===== config.mk =====
export PLATFORM = sky130hd
export DESIGN_NAME = seg_scan_mux
export DESIGN_NICKNAME = d
export VERILOG_FILES = /design/src/rtl/seg_scan_mux.sv
export SDC_FILE = /design/constraint.sdc
export NUM_CORES = 1
export LEC_CHECK = 0
export ABC_AREA = 1
export ABC_CLOCK_PERIOD_IN_PS = 2740
export BUFFER_PORTS_ARGS = -buffer_cell sky130_fd_sc_hd__buf_2
export CAP_MARGIN = 20
export CORE_MARGIN = 4
export CORE_UTILIZATION = 50
export DETAILED_ROUTE_END_ITERATION = 16
export GPL_ROUTABILITY_DRIVEN = 0
export GPL_TIMING_DRIVEN = 0
export PLACE_DENSITY = 0.73
export SYNTH_ARGS = -nofsm -noshare
export SYNTH_HDL_FRONTEND = slang
export SYNTH_SLANG_ARGS = --single-unit

===== constraint.sdc =====
create_clock -name clk -period 2.74 [get_ports clk]
set_input_delay 0.137 -clock clk [delete_from_list [all_inputs] [get_ports clk]]
set_output_delay 0.137 -clock clk [all_outputs]
set_load 0.1 [all_outputs]

===== src/rtl/seg_scan_mux.sv =====
// Time-multiplexed seven-segment scanner with dead time,
// per-digit blanking and optional leading-zero suppression.
module seg_scan_mux #(
  parameter int NUM_DIGITS  = 4,
  parameter int REFRESH_DIV = 100000,
  parameter int DEAD_CYCLES = 0,
  parameter int LZ_SUPPRESS = 0,
  localparam int IW = (NUM_DIGITS > 2) ? $clog2(NUM_DIGITS) : 1,
  localparam int PW = $clog2(REFRESH_DIV)
) (
  input  logic                    clk,
  input  logic                    reset,
  input  logic                    en,
  input  logic [4*NUM_DIGITS-1:0] digits,
  input  logic [NUM_DIGITS-1:0]   dp_in,
  input  logic [NUM_DIGITS-1:0]   blank,
  output logic [NUM_DIGITS-1:0]   an,
  output logic [6:0]              seg,
  output logic                    dp,
  output logic [IW-1:0]           digit_idx
);

  logic [PW-1:0]         pcnt_q, pcnt_d;
  logic [IW-1:0]         idx_q, idx_d;
  logic [3:0]            nib_q, nib_d;
  logic                  dpc_q, dpc_d;
  logic                  blk_q, blk_d;
  logic                  fresh_q, fresh_d;
  logic [NUM_DIGITS-1:0] an_q, an_d;
  logic [6:0]            seg_q, seg_d;
  logic                  dp_q, dp_d;

  logic                  wrap;
  logic                  last;
  logic                  capture;
  logic                  dead;
  logic [3:0]            sel_nib;
  logic                  sel_dp;
  logic                  sel_blk;
  logic                  sel_sup;
  logic [NUM_DIGITS-1:0] hi_zero;

  function automatic logic [6:0] hex7(input logic [3:0] v);
    logic [6:0] s;
    unique case (v)
      4'h0: s = 7'b1000000;
      4'h1: s = 7'b1111001;
      4'h2: s = 7'b0100100;
      4'h3: s = 7'b0110000;
      4'h4: s = 7'b0011001;
      4'h5: s = 7'b0010010;
      4'h6: s = 7'b0000010;
      4'h7: s = 7'b1111000;
      4'h8: s = 7'b0000000;
      4'h9: s = 7'b0010000;
      4'hA: s = 7'b0001000;
      4'hB: s = 7'b0000011;
      4'hC: s = 7'b1000110;
      4'hD: s = 7'b0100001;
      4'hE: s = 7'b0000110;
      4'hF: s = 7'b0001110;
    endcase
    return s;
  endfunction

  assign wrap = (pcnt_q == PW'(REFRESH_DIV - 1));
  assign last = (idx_q == IW'(NUM_DIGITS - 1));

  // fresh_q makes the first enabled edge after reset load digit 0
  always_comb begin
    pcnt_d  = pcnt_q;
    idx_d   = idx_q;
    fresh_d = fresh_q;
    capture = 1'b0;
    if (en) begin
      fresh_d = 1'b0;
      capture = fresh_q;
      if (wrap) begin
        pcnt_d  = '0;
        idx_d   = last ? '0 : idx_q + 1'b1;
        capture = 1'b1;
      end else begin
        pcnt_d = pcnt_q + 1'b1;
      end
    end
  end

  // hi_zero[i]: nibbles i..top all zero and no dp request among them
  always_comb begin
    logic run;
    run = 1'b1;
    hi_zero = '0;
    for (int i = NUM_DIGITS - 1; i >= 0; i--) begin
      run = run & (digits[4*i +: 4] == 4'h0) & ~dp_in[i];
      hi_zero[i] = run;
    end
  end

  always_comb begin
    sel_nib = 4'h0;
    sel_dp  = 1'b0;
    sel_blk = 1'b1;
    sel_sup = 1'b0;
    for (int i = 0; i < NUM_DIGITS; i++) begin
      if (idx_d == IW'(i)) begin
        sel_nib = digits[4*i +: 4];
        sel_dp  = dp_in[i];
        sel_blk = blank[i];
        sel_sup = (LZ_SUPPRESS != 0) && (i > 0) && hi_zero[i];
      end
    end
  end

  always_comb begin
    nib_d = nib_q;
    dpc_d = dpc_q;
    blk_d = blk_q;
    if (capture) begin
      nib_d = sel_nib;
      dpc_d = sel_dp;
      blk_d = sel_blk | sel_sup;
    end
  end

  generate
    if (DEAD_CYCLES > 0) begin : g_dead
      assign dead = (pcnt_d < PW'(DEAD_CYCLES));
    end else begin : g_nodead
      assign dead = 1'b0;
    end
  endgenerate

  // outputs follow the state being loaded, so they align with pcnt
  always_comb begin
    an_d  = '1;
    seg_d = 7'h7F;
    dp_d  = 1'b1;
    if (en && !dead && !blk_d) begin
      for (int i = 0; i < NUM_DIGITS; i++) begin
        an_d[i] = (idx_d != IW'(i));
      end
      seg_d = hex7(nib_d);
      dp_d  = ~dpc_d;
    end
  end

  always_ff @(posedge clk or posedge reset) begin
    if (reset) begin
      pcnt_q  <= '0;
      idx_q   <= '0;
      nib_q   <= 4'h0;
      dpc_q   <= 1'b0;
      blk_q   <= 1'b1;
      fresh_q <= 1'b1;
      an_q    <= '1;
      seg_q   <= 7'h7F;
      dp_q    <= 1'b1;
    end else begin
      pcnt_q  <= pcnt_d;
      idx_q   <= idx_d;
      nib_q   <= nib_d;
      dpc_q   <= dpc_d;
      blk_q   <= blk_d;
      fresh_q <= fresh_d;
      an_q    <= an_d;
      seg_q   <= seg_d;
      dp_q    <= dp_d;
    end
  end

  assign an        = an_q;
  assign seg       = seg_q;
  assign dp        = dp_q;
  assign digit_idx = idx_q;

endmodule


==> impl_metrics.toml, run 1 <==
[floorplanning]
std_cell_rows = 24
die_x_um = 75.38
dieArea_mm2 = 0.005681
die_h_um = 75.38
core_mm2 = 0.004384
io-pin-count = 41
initial_core_util_pct = 51.77

[final_layout]
antenna_cells = 0
area_growth_pct = 20.29
drive_gt1_share_pct = 36.50
final_nets = 361
fin_area_mm2 = 0.002730

[route]
drc = 0
firstDrtPassIters = 5
vias_per_cell = 5.085
vias = 1922
drtIter0Drc = 115
drt-total-wl_mm = 4.724
ant_nets = 0
wl_per_cell_um = 12.50

[worst_setup_path]
critPathMaxFanout = 10
crit_top_cell = "nand2_2"
slowest_delay_ns = 0.36
crit_chain = "ha_2 > nand2_2 > inv_2 > nand2_2 > nor2_4 > nand3_4 > nand2_1 > nand2_2 > buf_6 > nand2_2 > inv_2 > nand2_2 > nand2_1 > o21ai_4 > inv_2 > ha_1 > nand3b_1 > nand3_1 > nand3_2"
reg2reg_from = "pcnt_q[1]$_DFFE_PP0P_"
crit_arrival_ns = 2.76
reg2reg_to = "seg[0]$_DFF_PP1_"
worstSetupEndpoint = "seg[0]$_DFF_PP1_"
crit_path_start_kind = "flip-flop"
worst_path_max_delay_cell = "dfrtp_1"
crit_path_end_kind = "flip-flop"
cp.required_ns = 2.95
r2r_slack_ns = 0.20
critPathKind = "reg -> reg"
crit_start = "pcnt_q[1]$_DFFE_PP0P_"
rr_worst_depth = 19

[synthesis]
yosys_warnings = 0
synth_async_sr_flop_share_pct = 100.0
syn-mean-instance-area_um2 = 8.375
synth-edff-count = 0
yosysSeqAreaShare_pct = 42.67
synth_cell_types = 36
synth_area_mm2 = 0.002270
ys.flop_type = "dfrtp_1"
syn_nets = 307
synth_cells = 271
ys_ff_latch = 38

[global_route]
overflow = 0
grtUsageTotal_pct = 18.03
grt_pass1_wl_mm = 7.838
grt_antenna_before_repair = 0
grt_max_degree = 39
first_global_vias = 1775

[power_and_ir_drop]
p_per_area_mw_per_mm2 = 607.5
p_leak_uw = 0.001305
p_sw_uw = 583.4
seqPwrFrac_pct = 43.1
swShare_pct = 35.18
p_int_uw = 1075
power_frac_comb_pct = 28.8
ir_drop_mv = 0.3608
clock_power_share_pct = 28.1

[placement]
dp_slack_ns = 0.08606
post-dp-hpwl_mm = 3.430
placedInstanceArea_mm2 = 0.002537
port_buffers = 40

[timing]
setup_ws_ns = 0.1968
finalCritPeriodShare_pct = 92.82
drv_slew = 0
finalHoldViolCount = 23
hold_ws_ns = -0.01581
relSlewSlack_pct = 48.83
tns_ns = 0
min_period_ns = 2.543
fmax_mhz = 393.2
worstMarginPinSlew_ns = 0.7665
final-setup-viol-count = 0
clock-skew-final_ns = 0.004527

[outcome]
violations = "hold timing"
outcome = "finished with violations"

[clocking]
cts-buffers-inserted = 5
clk_latency_ns = 0.28
clkSinkCount = 38
cts.path.max_buffers = 2
cts_hold_buf = 0
htree_levels = 2
clkTransAtPathRegs_ns = 0.08
cts_tree = "done"
clockRootBuffer = "clkbuf_8"

[flow_run]
drv_cap = 0

[worst_hold_path]
hold_path.class = "in -> async"
## cell usage in the layout, fill, tap and decap left out, types with 2 or more instances in the layout
cell      count
nor2_2        2
dfstp_2      14
ha_1          8
nand3_2       7
dfrtp_1      22
xnor2_1       2
a21oi_1       5
inv_1        24
nor3_1        8
nand2_1      58
nand2_2      13
a31oi_1       2
nor2_1       22
nand3_1      29
buf_6         3
nor4_1        4
nor2_4        5
inv_2         7
nand4_1       6
xor2_1        6
buf_4         8
clkbuf_8      5
a211oi_1      2
o21ai_0       3
buf_2        40
dfrtp_2       2
clkbuf_1      2
## stage by stage
step | total power (uW) | hold slack (ns) | utilization (%) | instances
finish | 1658 | -0.01581 | 62.27 | 378
detailed placement | 1167 | 0.3302 | 57.88 | 363
floorplan | 1074 | 0.3127 | - | 271
global placement | 1156 | 0.4253 | 57.88 | 363
global route | 1758 | 0.04480 | 62.27 | 378
CTS | 1636 | 0.01684 | 60.30 | 371
## state kept, by name, summed over array words and instances (netlist names)
name and count:
pcnt_q 17, blk_q 1, an 4, dp 1, dpc_q 1, nib_q 4
seg 7, digit_idx 2, fresh_q 1
## critical path, delay by kind of cell, from the launching register on
kind | cells | cell delay, ns
AND/OR/NAND/NOR | 12 | 1.12
flip-flops | 1 | 0.36
adder cells (fa/ha/maj) | 2 | 0.40
buffers and inverters | 4 | 0.36
AO/OA/AOI/OAI | 1 | 0.21
## worst min-delay path by stage
| stage | from | endpoint | slack, ns | depth (start not counted) |
|---|---|---|---|---|
| 2_1_floorplan | dp_in[3] | dpc_q$_DFF_PP0_ | 0.31 | 2 |
| 3_3_place_gp | fresh_q$_DFFE_PP1P_ | fresh_q$_DFFE_PP1P_ | 0.43 | 2 |
| 3_5_place_dp | reset | pcnt_q[6]$_DFFE_PP0P_ | 0.33 | 2 |
| 4_1_cts | reset | pcnt_q[4]$_DFFE_PP0P_ | 0.02 | 2 |
| 5_1_grt | reset | pcnt_q[4]$_DFFE_PP0P_ | 0.04 | 2 |
| 6_report | reset | pcnt_q[4]$_DFFE_PP0P_ | -0.02 | 2 |
## power by group through the flow
stage,clock (uW),combinational (uW),sequential (uW)
2_1_floorplan,0,242,832
3_3_place_gp,0,433,723
3_5_place_dp,0,442,725
4_1_cts,477,444,715
5_1_grt,503,531,724
6_report,466,478,714
## cell families after synthesis
| family | Yosys count | synth area share [%] |
|---|---|---|
| fa+ha+maj | 9 | 4.961 |
| xor+xnor | 8 | 3.087 |
| compound gates | 17 | 4.795 |
| flops | 38 | 42.67 |
| simple gates | 162 | 36.99 |
| buf+inv | 37 | 7.497 |
## what timing repair did
item / CTS / global route
buffers inserted: 0 / 7
gates resized for setup: 0 / 8
endpoints found under the setup margin: 0 / 6
## cell usage after synthesis, types with 5 or more instances
| cell type | number | area share (%) |
|---|---|---|
| inv_2 | 5 | 0.83 |
| nand3_2 | 7 | 3.1 |
| nand2_1 | 58 | 9.6 |
| ha_1 | 9 | 5.0 |
| nand2_2 | 13 | 3.6 |
| inv_1 | 26 | 4.3 |
| a21oi_1 | 5 | 1.1 |
| nor2_1 | 23 | 3.8 |
| dfrtp_1 | 24 | 26 |
| nor3_1 | 8 | 1.8 |
| dfstp_2 | 14 | 16 |
| nand4_1 | 6 | 1.7 |
| xor2_1 | 6 | 2.3 |
| nand3_1 | 30 | 6.6 |
## metal layers
metal	up-vias	GRT usage, %	share of wire [%]
met5	-	0	0
met4	0	5.437	0.76
met3	4	5.145	5.2
met2	48	28.38	48
met1	883	24.21	46
li1	987	-	-
## layout make-up
class	count	area, um2
fillers	379	1654
multi-input cells	196	1161
flip-flops and latches	38	970.9
repair buffers	47	252.7
inverters	33	132.6
clock buffers	7	76.32
well taps	52	65.06
plain buffers	4	41.29
clock inverters	1	30.03
Power figures use the tool's default switching activity.
==> inputs of run 2 (changes only) <==
Settings changed: ABC_AREA 1 to 0, CORE_UTILIZATION 50 to 45, PLACE_DENSITY 0.73 to 0.66.
==> run 2 against run 1 <==
Sequential power decreased by 9.2%. Wire length increased by 31%. Critical endpoint unchanged. Non-clock buffer count increased by 39. Largest cell class unchanged. The run ends with hold timing, setup timing left.
==> impl_metrics.toml, run 2 <==
[clocking]
cts_tree = "done"
cts-buffers-inserted = 5
htree_levels = 2
cts.path.max_buffers = 2
clkSinkCount = 38
clockRootBuffer = "clkbuf_8"
clkTransAtPathRegs_ns = 0.08
clk_latency_ns = 0.29

[route]
drt-total-wl_mm = 6.199
drc = 0
drtIter0Drc = 121
vias_per_cell = 5.439
vias = 2132
wl_per_cell_um = 15.81
ant_nets = 0
firstDrtPassIters = 4

[final_layout]
area_growth_pct = 39.23
final_nets = 360
seqCellArea_um2 = 977.2
largest_register_ffs = 17
antenna_cells = 0
layout_common_cells = "buf_4, buf_2, nand2_1, dfrtp_1, dfstp_2"
multi_input_area_mm2 = 0.001411
mostFrequentLayoutCell = "buf_4"
postLayoutCoreUtil_pct = 66.58
drive_gt1_share_pct = 47.08
nFillCells = 414
instances_no_fill = 392
largest_register = "pcnt_q"

[power_and_ir_drop]
ir_drop_mv = 0.3611
p_per_area_mw_per_mm2 = 433.4
p_leak_uw = 0.001414

[placement]
dp_cells = 342
port_buffers = 39
post-dp-hpwl_mm = 3.931

[worst_setup_path]
crit_path_end_kind = "flip-flop"
cp.required_ns = 2.96
crit_path_start_kind = "flip-flop"
critPathMaxFanout = 4
rr_worst_depth = 11
crit_arrival_ns = 3.17
critPathKind = "reg -> reg"

[synthesis]
netlist_top_cells_area = "dfrtp_1, dfstp_2, ha_1"
ys_ff_latch = 38
syn-mean-instance-area_um2 = 9.824
synth_cells = 236
synth-edff-count = 0
yosys_warnings = 0
synth_top_area_cell = "dfrtp_1"
yosysSeqAreaShare_pct = 41.77
synthMuxAreaShare_pct = 5.073
synth_cell_types = 63
synth_xor_area_share_pct = 5.289
synth_top_area_share_pct = 25.90
synth_compound_area_share_pct = 20.45
synth_adder_area_share_pct = 4.857
syn_nets = 272
synth_top_family_by_area = "compound AO/OA/AOI/OAI gates"
synth-simple-area-share_pct = 17.65
ys.flop_type = "dfrtp_1"
synth.most_common_cell = "dfrtp_1"
synth_common_cells = "dfrtp_1, nand2_1, inv_1"
synth_async_sr_flop_share_pct = 100.0
synth_area_mm2 = 0.002318

[timing]
finalCritPeriodShare_pct = 107.8
relSlewSlack_pct = 47.11
hold_ws_ns = -0.009453
min_period_ns = 2.955
rsz0062_at_grt = "yes"
drv_slew = 0
finalHoldViolCount = 21
final-setup-viol-count = 4
clock-skew-final_ns = 0.004686
worstMarginPinSlew_ns = 0.7922
setup_ws_ns = -0.2148
fmax_mhz = 338.4

[outcome]
violations = "hold timing, setup timing"
outcome = "finished with violations"

[global_route]
grt_max_degree = 39
grt_pass1_wl_mm = 10.18
overflow = 0
grtUsageTotal_pct = 20.75
first_global_vias = 2081
grt_antenna_before_repair = 0

[floorplanning]
die_x_um = 79.78
dieArea_mm2 = 0.006365
initial_core_util_pct = 47.82
std_cell_rows = 25
die_h_um = 79.78
core_mm2 = 0.004848
io-pin-count = 41

[flow_run]
drv_cap = 0

[worst_hold_path]
hold_path.class = "in -> async"
==> run 2: cell count changes in the layout (fill, tap and decap cells not counted), moves of 8 or more <==
cell | before | now
mux2i_1 | 0 | 8
nor2_1 | 22 | 11
nand3_1 | 29 | 10
inv_1 | 24 | 13
nand2_1 | 58 | 21
nand2_2 | 13 | 0
buf_4 | 8 | 43
==> run 2: per-layer routing <==
layer / part of all wire [%] / global-route usage (%) / up-vias
met3: 6.7 / 3.612 / 11
met1: 46 / 29.67 / 1011
met2: 46 / 31.22 / 74
met4: 1.7 / 7.939 / 0
li1: - / - / 1036
met5: 0 / 0 / -
==> run 2: kinds of logic after synthesis <==
family,after synthesis
AOI/OAI and AO/OA,60
buffers and inverters,26
xor gates and xnor gates,14
adders and majority gates,9
muxes,11
DFF,38
and+or+nand+nor,78
==> run 2: stage by stage <==
step                instance area, um2  TNS (ns)  setup slack (ns)  total power (uW)
floorplan                         2381   -0.7540           -0.3568             773.7
global placement                  2660    -3.396           -0.7898             820.2
detailed placement                2660    -3.417           -0.7704             827.1
CTS                               3108   -0.4315           -0.1950              1346
global route                      3228    -1.757           -0.3427              1483
finish                            3228   -0.5467           -0.2148              1399
==> run 2: report_power, final <==
part	internal [uW]	switching [uW]
Combinational	154	125
Clock	268	204
Sequential	609	39.6
Total	1030	368
==> run 2: what timing repair did <==
action,4_1_cts,5_1_grt
buffers inserted,32,11
hold buffers,0,0
pin swaps,21,6
hold endpoints to repair,0,0
resized for setup,24,10
setup endpoints to repair,11,11
gates cloned,0,0
==> run 2: path summary, 6_finish.rpt <==
kind | slack (ns) | start | end
setup / recovery | -0.21 | digit_idx[0]$_DFF_PP0_ | seg[0]$_DFF_PP1_
hold / removal | -0.009 | reset | dpc_q$_DFF_PP0_
hold reg to reg | 0.49 | fresh_q$_DFFE_PP1P_ | fresh_q$_DFFE_PP1P_
min in group clk | 0.04 | en | fresh_q$_DFFE_PP1P_
setup reg to reg | -0.21 | digit_idx[0]$_DFF_PP0_ | seg[0]$_DFF_PP1_
max in group asynchronous | 2.17 | reset | digit_idx[1]$_DFF_PP0_
==> run 2: cell type report <==
type                       instances  share of cell area (%)
multi-input combinational        172                   43.72
clock inverter                     3                   1.240
timing repair buffer              82                   15.93
inverter                          17                   2.132
tap                               67                   2.597
clock buffer                       5                   2.132
buffer                             8                   1.977
sequential                        38                   30.27
==> run 2: worst max-delay path, stage by stage, from the launching register on <==
cell and delay, ns:
dfrtp_4 0.51, ha_4 0.29, inv_4 0.03, or4_4 0.58
a21oi_2 0.18, a311oi_2 0.08, or2_4 0.30, ha_4 0.17
nand4b_1 0.16, o32a_1 0.31, mux2i_1 0.17, a22oi_2 0.10
